**src/rtl/riscv_pkg.sv**
```systemverilog
// riscv_pkg: shared constants for the RV32I multi-cycle control path.
//  - RV32I major opcodes (IR[6:0])
//  - sequencer state codes (state_t)
//  - control encodings: imm_sel, alu_op, alu_src_a, alu_src_b, result_src
package riscv_pkg;

   // Major opcodes
   localparam logic [6:0] OP_R      = 7'b0110011;
   localparam logic [6:0] OP_I      = 7'b0010011;
   localparam logic [6:0] OP_LOAD   = 7'b0000011;
   localparam logic [6:0] OP_STORE  = 7'b0100011;
   localparam logic [6:0] OP_BRANCH = 7'b1100011;
   localparam logic [6:0] OP_JAL    = 7'b1101111;
   localparam logic [6:0] OP_JALR   = 7'b1100111;
   localparam logic [6:0] OP_LUI    = 7'b0110111;
   localparam logic [6:0] OP_AUIPC  = 7'b0010111;

   // Sequencer states
   typedef logic [3:0] state_t;
   localparam state_t S_FETCH   = 4'd0;
   localparam state_t S_DECODE  = 4'd1;
   localparam state_t S_EXEC_R  = 4'd2;
   localparam state_t S_EXEC_I  = 4'd3;
   localparam state_t S_WB_ALU  = 4'd4;
   localparam state_t S_MEMADDR = 4'd5;
   localparam state_t S_MEMRD   = 4'd6;
   localparam state_t S_MEMWR   = 4'd7;
   localparam state_t S_WB_MEM  = 4'd8;
   localparam state_t S_BRANCH  = 4'd9;
   localparam state_t S_JAL     = 4'd10;
   localparam state_t S_JALR    = 4'd11;
   localparam state_t S_LUI     = 4'd12;
   localparam state_t S_AUIPC   = 4'd13;
   localparam state_t S_ILLEGAL = 4'd14;
   localparam state_t S_TRAP    = 4'd15;

   // Immediate format select
   localparam logic [2:0] IMM_NONE = 3'b000;
   localparam logic [2:0] IMM_I    = 3'b001;
   localparam logic [2:0] IMM_S    = 3'b010;
   localparam logic [2:0] IMM_B    = 3'b011;
   localparam logic [2:0] IMM_U    = 3'b100;
   localparam logic [2:0] IMM_J    = 3'b101;

   // ALU operation class
   localparam logic [1:0] ALU_ADD = 2'b00;
   localparam logic [1:0] ALU_BR  = 2'b01;
   localparam logic [1:0] ALU_FN  = 2'b10;

   // ALU operand A / B sources
   localparam logic [1:0] SRC_A_PC     = 2'b00;
   localparam logic [1:0] SRC_A_RS1    = 2'b01;
   localparam logic [1:0] SRC_A_OLD_PC = 2'b10;
   localparam logic [1:0] SRC_A_ZERO   = 2'b11;
   localparam logic [1:0] SRC_B_RS2    = 2'b00;
   localparam logic [1:0] SRC_B_IMM    = 2'b01;
   localparam logic [1:0] SRC_B_FOUR   = 2'b10;

   // Register-file write data source
   localparam logic [1:0] RES_ALU = 2'b00;
   localparam logic [1:0] RES_MEM = 2'b01;
   localparam logic [1:0] RES_PC  = 2'b10;

endpackage

```
**src/rtl/mc_main_decoder.sv**
```systemverilog
// mc_main_decoder: combinational opcode decode for the multi-cycle sequencer.
//  op         in  7  IR[6:0]
//  next_state out 4  state entered after S_DECODE (S_ILLEGAL for unknown opcodes)
//  imm_sel    out 3  immediate format for this opcode
module mc_main_decoder
   import riscv_pkg::*;
(
   input  logic [6:0] op,
   output state_t     next_state,
   output logic [2:0] imm_sel
);

   always_comb begin
      next_state = S_ILLEGAL;
      imm_sel    = IMM_NONE;
      case (op)
         OP_R:      begin next_state = S_EXEC_R;  imm_sel = IMM_NONE; end
         OP_I:      begin next_state = S_EXEC_I;  imm_sel = IMM_I;    end
         OP_LOAD:   begin next_state = S_MEMADDR; imm_sel = IMM_I;    end
         OP_STORE:  begin next_state = S_MEMADDR; imm_sel = IMM_S;    end
         OP_BRANCH: begin next_state = S_BRANCH;  imm_sel = IMM_B;    end
         OP_JAL:    begin next_state = S_JAL;     imm_sel = IMM_J;    end
         OP_JALR:   begin next_state = S_JALR;    imm_sel = IMM_I;    end
         OP_LUI:    begin next_state = S_LUI;     imm_sel = IMM_U;    end
         OP_AUIPC:  begin next_state = S_AUIPC;   imm_sel = IMM_U;    end
         default:   begin next_state = S_ILLEGAL; imm_sel = IMM_NONE; end
      endcase
   end

endmodule

```
**src/rtl/riscv_mc_sequencer.sv**
```systemverilog
// riscv_mc_sequencer: control FSM for the RV32I multi-cycle core. Sequences the shared ALU
// and unified memory through fetch/decode/execute/mem/writeback and counts retirements.
//  clk, rst (async, active-high)
//  op, branch_cond, mem_ready                  inputs from datapath / memory
//  mem_req, mem_we, addr_sel                   memory control
//  ir_write, pc_write, pc_src, reg_write       datapath write enables / PC source
//  alu_src_a, alu_src_b, alu_op, result_src,
//  imm_sel                                     datapath steering
//  instr_done, instret                         commit pulse and retired count (CNT_W bits)
//  illegal_op                                  sticky illegal-opcode flag
// Build option: RISCV_ILLEGAL_TRAP_EN traps on unknown opcodes (otherwise they retire as NOPs).
module riscv_mc_sequencer
   import riscv_pkg::*;
#(
   parameter int unsigned CNT_W = 32
) (
   input  logic             clk,
   input  logic             rst,
   input  logic [6:0]       op,
   input  logic             branch_cond,
   input  logic             mem_ready,
   output logic             mem_req,
   output logic             mem_we,
   output logic             addr_sel,
   output logic             ir_write,
   output logic             pc_write,
   output logic             pc_src,
   output logic             reg_write,
   output logic [1:0]       alu_src_a,
   output logic [1:0]       alu_src_b,
   output logic [1:0]       alu_op,
   output logic [1:0]       result_src,
   output logic [2:0]       imm_sel,
   output logic             instr_done,
   output logic [CNT_W-1:0] instret,
   output logic             illegal_op
);

   state_t           state_q, state_d;
   logic [CNT_W-1:0] instret_q, instret_d;
   state_t           dec_next;
   logic [2:0]       dec_imm;

   mc_main_decoder u_dec (
      .op         (op),
      .next_state (dec_next),
      .imm_sel    (dec_imm)
   );

`ifdef RISCV_ILLEGAL_TRAP_EN
   logic illegal_q, illegal_d;
`endif

   always_comb begin
      state_d    = state_q;
      mem_req    = 1'b0;
      mem_we     = 1'b0;
      addr_sel   = 1'b0;
      ir_write   = 1'b0;
      pc_write   = 1'b0;
      pc_src     = 1'b0;
      reg_write  = 1'b0;
      alu_src_a  = SRC_A_PC;
      alu_src_b  = SRC_B_RS2;
      alu_op     = ALU_ADD;
      result_src = RES_ALU;
      instr_done = 1'b0;
`ifdef RISCV_ILLEGAL_TRAP_EN
      illegal_d  = illegal_q;
`endif
      // op is only meaningful once the IR holds the fetched word
      imm_sel    = (state_q == S_FETCH || state_q == S_TRAP) ? IMM_NONE : dec_imm;

      case (state_q)
         S_FETCH: begin
            mem_req   = 1'b1;
            alu_src_b = SRC_B_FOUR;
            if (mem_ready) begin
               ir_write = 1'b1;
               pc_write = 1'b1;
               state_d  = S_DECODE;
            end
         end
         // Speculatively form the branch/jump target in ALUOut
         S_DECODE: begin
            alu_src_a = SRC_A_OLD_PC;
            alu_src_b = SRC_B_IMM;
            state_d   = dec_next;
         end
         S_EXEC_R: begin
            alu_src_a = SRC_A_RS1;
            alu_src_b = SRC_B_RS2;
            alu_op    = ALU_FN;
            state_d   = S_WB_ALU;
         end
         S_EXEC_I: begin
            alu_src_a = SRC_A_RS1;
            alu_src_b = SRC_B_IMM;
            alu_op    = ALU_FN;
            state_d   = S_WB_ALU;
         end
         S_WB_ALU: begin
            reg_write  = 1'b1;
            instr_done = 1'b1;
            state_d    = S_FETCH;
         end
         S_MEMADDR: begin
            alu_src_a = SRC_A_RS1;
            alu_src_b = SRC_B_IMM;
            state_d   = (op == OP_STORE) ? S_MEMWR : S_MEMRD;
         end
         S_MEMRD: begin
            mem_req  = 1'b1;
            addr_sel = 1'b1;
            if (mem_ready) state_d = S_WB_MEM;
         end
         S_MEMWR: begin
            mem_req  = 1'b1;
            mem_we   = 1'b1;
            addr_sel = 1'b1;
            if (mem_ready) begin
               instr_done = 1'b1;
               state_d    = S_FETCH;
            end
         end
         S_WB_MEM: begin
            reg_write  = 1'b1;
            result_src = RES_MEM;
            instr_done = 1'b1;
            state_d    = S_FETCH;
         end
         // Target sits in ALUOut while the ALU compares rs1/rs2
         S_BRANCH: begin
            alu_src_a  = SRC_A_RS1;
            alu_src_b  = SRC_B_RS2;
            alu_op     = ALU_BR;
            pc_src     = 1'b1;
            pc_write   = branch_cond;
            instr_done = 1'b1;
            state_d    = S_FETCH;
         end
         S_JAL: begin
            reg_write  = 1'b1;
            result_src = RES_PC;
            pc_write   = 1'b1;
            pc_src     = 1'b1;
            instr_done = 1'b1;
            state_d    = S_FETCH;
         end
         S_JALR: begin
            alu_src_a  = SRC_A_RS1;
            alu_src_b  = SRC_B_IMM;
            pc_write   = 1'b1;
            reg_write  = 1'b1;
            result_src = RES_PC;
            instr_done = 1'b1;
            state_d    = S_FETCH;
         end
         S_LUI: begin
            alu_src_a  = SRC_A_ZERO;
            alu_src_b  = SRC_B_IMM;
            reg_write  = 1'b1;
            instr_done = 1'b1;
            state_d    = S_FETCH;
         end
         S_AUIPC: begin
            alu_src_a  = SRC_A_OLD_PC;
            alu_src_b  = SRC_B_IMM;
            reg_write  = 1'b1;
            instr_done = 1'b1;
            state_d    = S_FETCH;
         end
         S_ILLEGAL: begin
`ifdef RISCV_ILLEGAL_TRAP_EN
            illegal_d  = 1'b1;
            state_d    = S_TRAP;
`else
            instr_done = 1'b1;
            state_d    = S_FETCH;
`endif
         end
`ifdef RISCV_ILLEGAL_TRAP_EN
         // Dead end: only rst leaves the trap
         S_TRAP: state_d = S_TRAP;
`endif
         default: state_d = S_FETCH;
      endcase

      instret_d = instr_done ? instret_q + CNT_W'(1) : instret_q;
   end

   always_ff @(posedge clk or posedge rst) begin
      if (rst) begin
         state_q   <= S_FETCH;
         instret_q <= '0;
      end else begin
         state_q   <= state_d;
         instret_q <= instret_d;
      end
   end

`ifdef RISCV_ILLEGAL_TRAP_EN
   always_ff @(posedge clk or posedge rst) begin
      if (rst) illegal_q <= 1'b0;
      else     illegal_q <= illegal_d;
   end
   assign illegal_op = illegal_q;
`else
   assign illegal_op = 1'b0;
`endif

   assign instret = instret_q;

endmodule
```
**config.mk**
```make
export PLATFORM = sky130hd
export DESIGN_NAME = riscv_mc_sequencer
export DESIGN_NICKNAME = d
export VERILOG_FILES = /design/src/rtl/riscv_pkg.sv /design/src/rtl/mc_main_decoder.sv /design/src/rtl/riscv_mc_sequencer.sv
export SDC_FILE = /design/constraint.sdc
export NUM_CORES = 1
export LEC_CHECK = 0
export ABC_AREA = 1
export CORE_ASPECT_RATIO = 2
export CORE_UTILIZATION = 65
export CTS_BUF_LIST = sky130_fd_sc_hd__clkbuf_8
export CTS_CLUSTER_SIZE = 40
export DETAILED_ROUTE_END_ITERATION = 10
export DONT_BUFFER_PORTS = 1
export GPL_TIMING_DRIVEN = 1
export PLACE_DENSITY = 0.81
export SKIP_LAST_GASP = 1
export SLEW_MARGIN = 20
export SYNTH_ARGS = -nofsm -noshare
export SYNTH_HDL_FRONTEND = slang
export SYNTH_HIERARCHICAL = 1
export SYNTH_SLANG_ARGS = --single-unit
export TNS_END_PERCENT = 10
```
**constraint.sdc**
```tcl
create_clock -name clk -period 1.6 [get_ports clk]
set_input_delay 0.24 -clock clk [delete_from_list [all_inputs] [get_ports clk]]
set_output_delay 0.24 -clock clk [all_outputs]
set_load 0.02 [all_outputs]
```
==> impl_metrics.env <==
export IMPL_syn_num_nets=401
export IMPL_synth_area_leaders="dfrtp_1, nand2_1, nor2_1"
export IMPL_floorplan_die_height_um=90.2
export IMPL_cts_sinks=36
export IMPL_hold_class="primary input to flop"
export IMPL_boundaryPins=63
export IMPL_fin_area_mm2=0.00323
export IMPL_synth_edff_count=0
export IMPL_cp_data_required_time_ns=1.36
export IMPL_wl_met3_um=477
export IMPL_drc=0
export IMPL_vdd_drop_max_v=0.00199
export IMPL_min_period_ns=1.87
export IMPL_tns_ns=-4.52
export IMPL_end_kind="output pin"
export IMPL_grt_usage=0.362
export IMPL_ys_seq_area_frac=0.356
export IMPL_highest_layer="met4"
export IMPL_synth_top_flop_cell="dfrtp_1"
export IMPL_rows=31
export IMPL_die_area_mm2=0.00416
export IMPL_drv_cap=0
export IMPL_async_flop_share=1.00
export IMPL_cts_tree="done"
export IMPL_drtPass1Iterations=5
export IMPL_syn_inst=389
export IMPL_finalSetupViolations=40
export IMPL_gp_congestion=0.880
export IMPL_violations="setup timing"
export IMPL_power_density_mw_per_mm2=1510
export IMPL_wl_met1_um=2580
export IMPL_synth_area_mm2=0.00253
export IMPL_drt_total_wl_um=7970
export IMPL_vias=2873
export IMPL_holdWs_ns=0.166
export IMPL_layout_setup_ws_ns=-0.265
export IMPL_synth_distinct_cells=34
export IMPL_synth_top_area_share=0.356
export IMPL_p_leak_nw=1.60
export IMPL_slew_violations=0
export IMPL_intPower_mw=2.46
export IMPL_power_share_clock=0.141
export IMPL_synth_top_area_cell="dfrtp_1"
export IMPL_clock_skew_ns=0.00988
export IMPL_drtIter0Drc=149
export IMPL_grt_pass1_wl_um=11200
export IMPL_p_comb_frac=0.593
export IMPL_start_util=0.686
export IMPL_syn_area_per_cell_um2=6.50
export IMPL_core_area_mm2=0.00368
export IMPL_placed_area_mm2=0.00293
export IMPL_die_x_um=46.1
export IMPL_yosysMostFrequentCell="nand2_1"
export IMPL_fin_nets=461
export IMPL_grt_overflow=0
export IMPL_htreeDepth=2
export IMPL_finalHoldViolCount=0
export IMPL_grt_max_degree=37
export IMPL_rsz0062_at_grt="yes"
export IMPL_io_buffers=0
export IMPL_antenna_found_initial=0
export IMPL_clockBufferDepth=2
export IMPL_diodes=0
export IMPL_wl_met2_um=4280
export IMPL_ant_nets=0
export IMPL_routedWlPerCell_um=16.0
export IMPL_seq_power_share=0.266
export IMPL_cp_start_kind="flop"
export IMPL_viasPerCell=5.76
export IMPL_ys_warnings_count=6
export IMPL_arrival_ns=1.63
export IMPL_path_class="flop to output pin"
export IMPL_fin_crit_sh=1.17
export IMPL_outcome="finished, violations left"
export IMPL_yosys_register_bits=36
export IMPL_path_max_fanout=4
export IMPL_clock_latency_ns=0.30
export IMPL_synthTopCellsByCount="nand2_1, nor2_1, inv_1"
export IMPL_hpwl_um=5120
export IMPL_p_switching_mw=2.41
export IMPL_drive_gt1_frac=0.267
export IMPL_max_freq_ghz=0.536
export IMPL_cts_made_buffers=5
export IMPL_grt_pass1_vias=2705
export IMPL_syn_to_final_growth_pct=27.7
export IMPL_clkTransAtPathRegs_ns=0.08
export IMPL_cts_root_buf="clkbuf_8"
export IMPL_p_sw_frac=0.495
export IMPL_dp_slack_ns=-0.0161
==> through the flow <==
step                 util  std cells  total power [mW]
finish              0.876        499              4.87
global route        0.876        499              5.09
CTS                 0.844        494              4.42
detailed placement  0.796        480              3.53
global placement    0.796        480              3.46
floorplan               -        389              2.89
==> flip-flops by register name, indices dropped and copies added, names as in the netlist <==
name / count
state_q: 4
instret: 32
==> repair_timing <==
action                                  in CTS  in global routing
resized for setup                           16                 25
hold buffers                                 1                  0
endpoints found under the setup margin      20                 39
pin swaps                                    4                  6
setup buffers                                5                  5
endpoints found under the hold margin       36                  0
==> cells in the final DEF, fill, tap and decap left out, types with 2 or more instances in the layout <==
| cell | count |
|---|---|
| inv_1 | 43 |
| dfrtp_2 | 3 |
| nand2_2 | 8 |
| inv_2 | 8 |
| buf_6 | 3 |
| nor2_4 | 4 |
| a21oi_1 | 3 |
| nand3b_1 | 6 |
| o21ai_2 | 2 |
| nor3_2 | 2 |
| nand3_2 | 5 |
| nand2_4 | 4 |
| xor2_1 | 11 |
| nor3_1 | 4 |
| nand2_1 | 126 |
| nor2_1 | 55 |
| inv_4 | 2 |
| dfrtp_1 | 33 |
| nand3_1 | 21 |
| o21ai_1 | 4 |
| nor2_2 | 9 |
| clkbuf_8 | 6 |
| nand4_1 | 15 |
| buf_4 | 56 |
==> area by class of cell <==
type                            instances  area (µm²)
Clock buffer                            6        82.6
Clock inverter                          2        11.3
Fill cell                             210         458
Inverter                               54         209
Multi-Input combinational cell        291        1470
Sequential cell                        36         905
Tap cell                               49        61.3
Timing Repair Buffer                   61         484
==> power by group through the flow <==
stage | logic, mW | registers [mW] | clock network [mW]
6_report | 2.89 | 1.29 | 0.686
2_1_floorplan | 1.53 | 1.36 | 0
4_1_cts | 2.50 | 1.24 | 0.678
5_1_grt | 3.06 | 1.31 | 0.717
3_5_place_dp | 2.30 | 1.24 | 0
3_3_place_gp | 2.24 | 1.23 | 0
==> routing by layer <==
metal  up-vias  GRT usage
met4         0      0.179
met5         -          0
li1       1326          -
met1      1323      0.330
met3        57     0.0602
met2       167      0.681
==> cell families after synthesis <==
logic type | synth area share
DFF | 0.356
AOI/OAI and AO/OA | 0.0361
adders and majority gates | 0.00495
other | 0.00148
xor gates and xnor gates | 0.0416
buffers and inverters | 0.102
and+or+nand+nor | 0.457
==> path summary, 6_finish.rpt <==
check                                 from  slack [ns]          end  depth (start not counted)
worst max-delay path            state_q[0]       -0.27   instr_done                          7
worst min-delay path             mem_ready        0.17   state_q[1]                          3
worst max register to register  state_q[2]       -0.19  instret[26]                         11
worst min register to register  instret[0]        0.53   instret[0]                          1
max in group asynchronous              rst        0.75   state_q[3]                          3
min in group asynchronous              rst        0.50  instret[17]                          3
==> worst max-delay path, stage by stage (launching register included) <==
cell and delay [ns]:
dfrtp_1 0.49, nand2_2 0.14, inv_2 0.10, nor2_2 0.05, nor2_2 0.17, nand3_2 0.12, buf_6 0.14, buf_6 0.12
No activity file was read; power rests on OpenSTA's default activity.
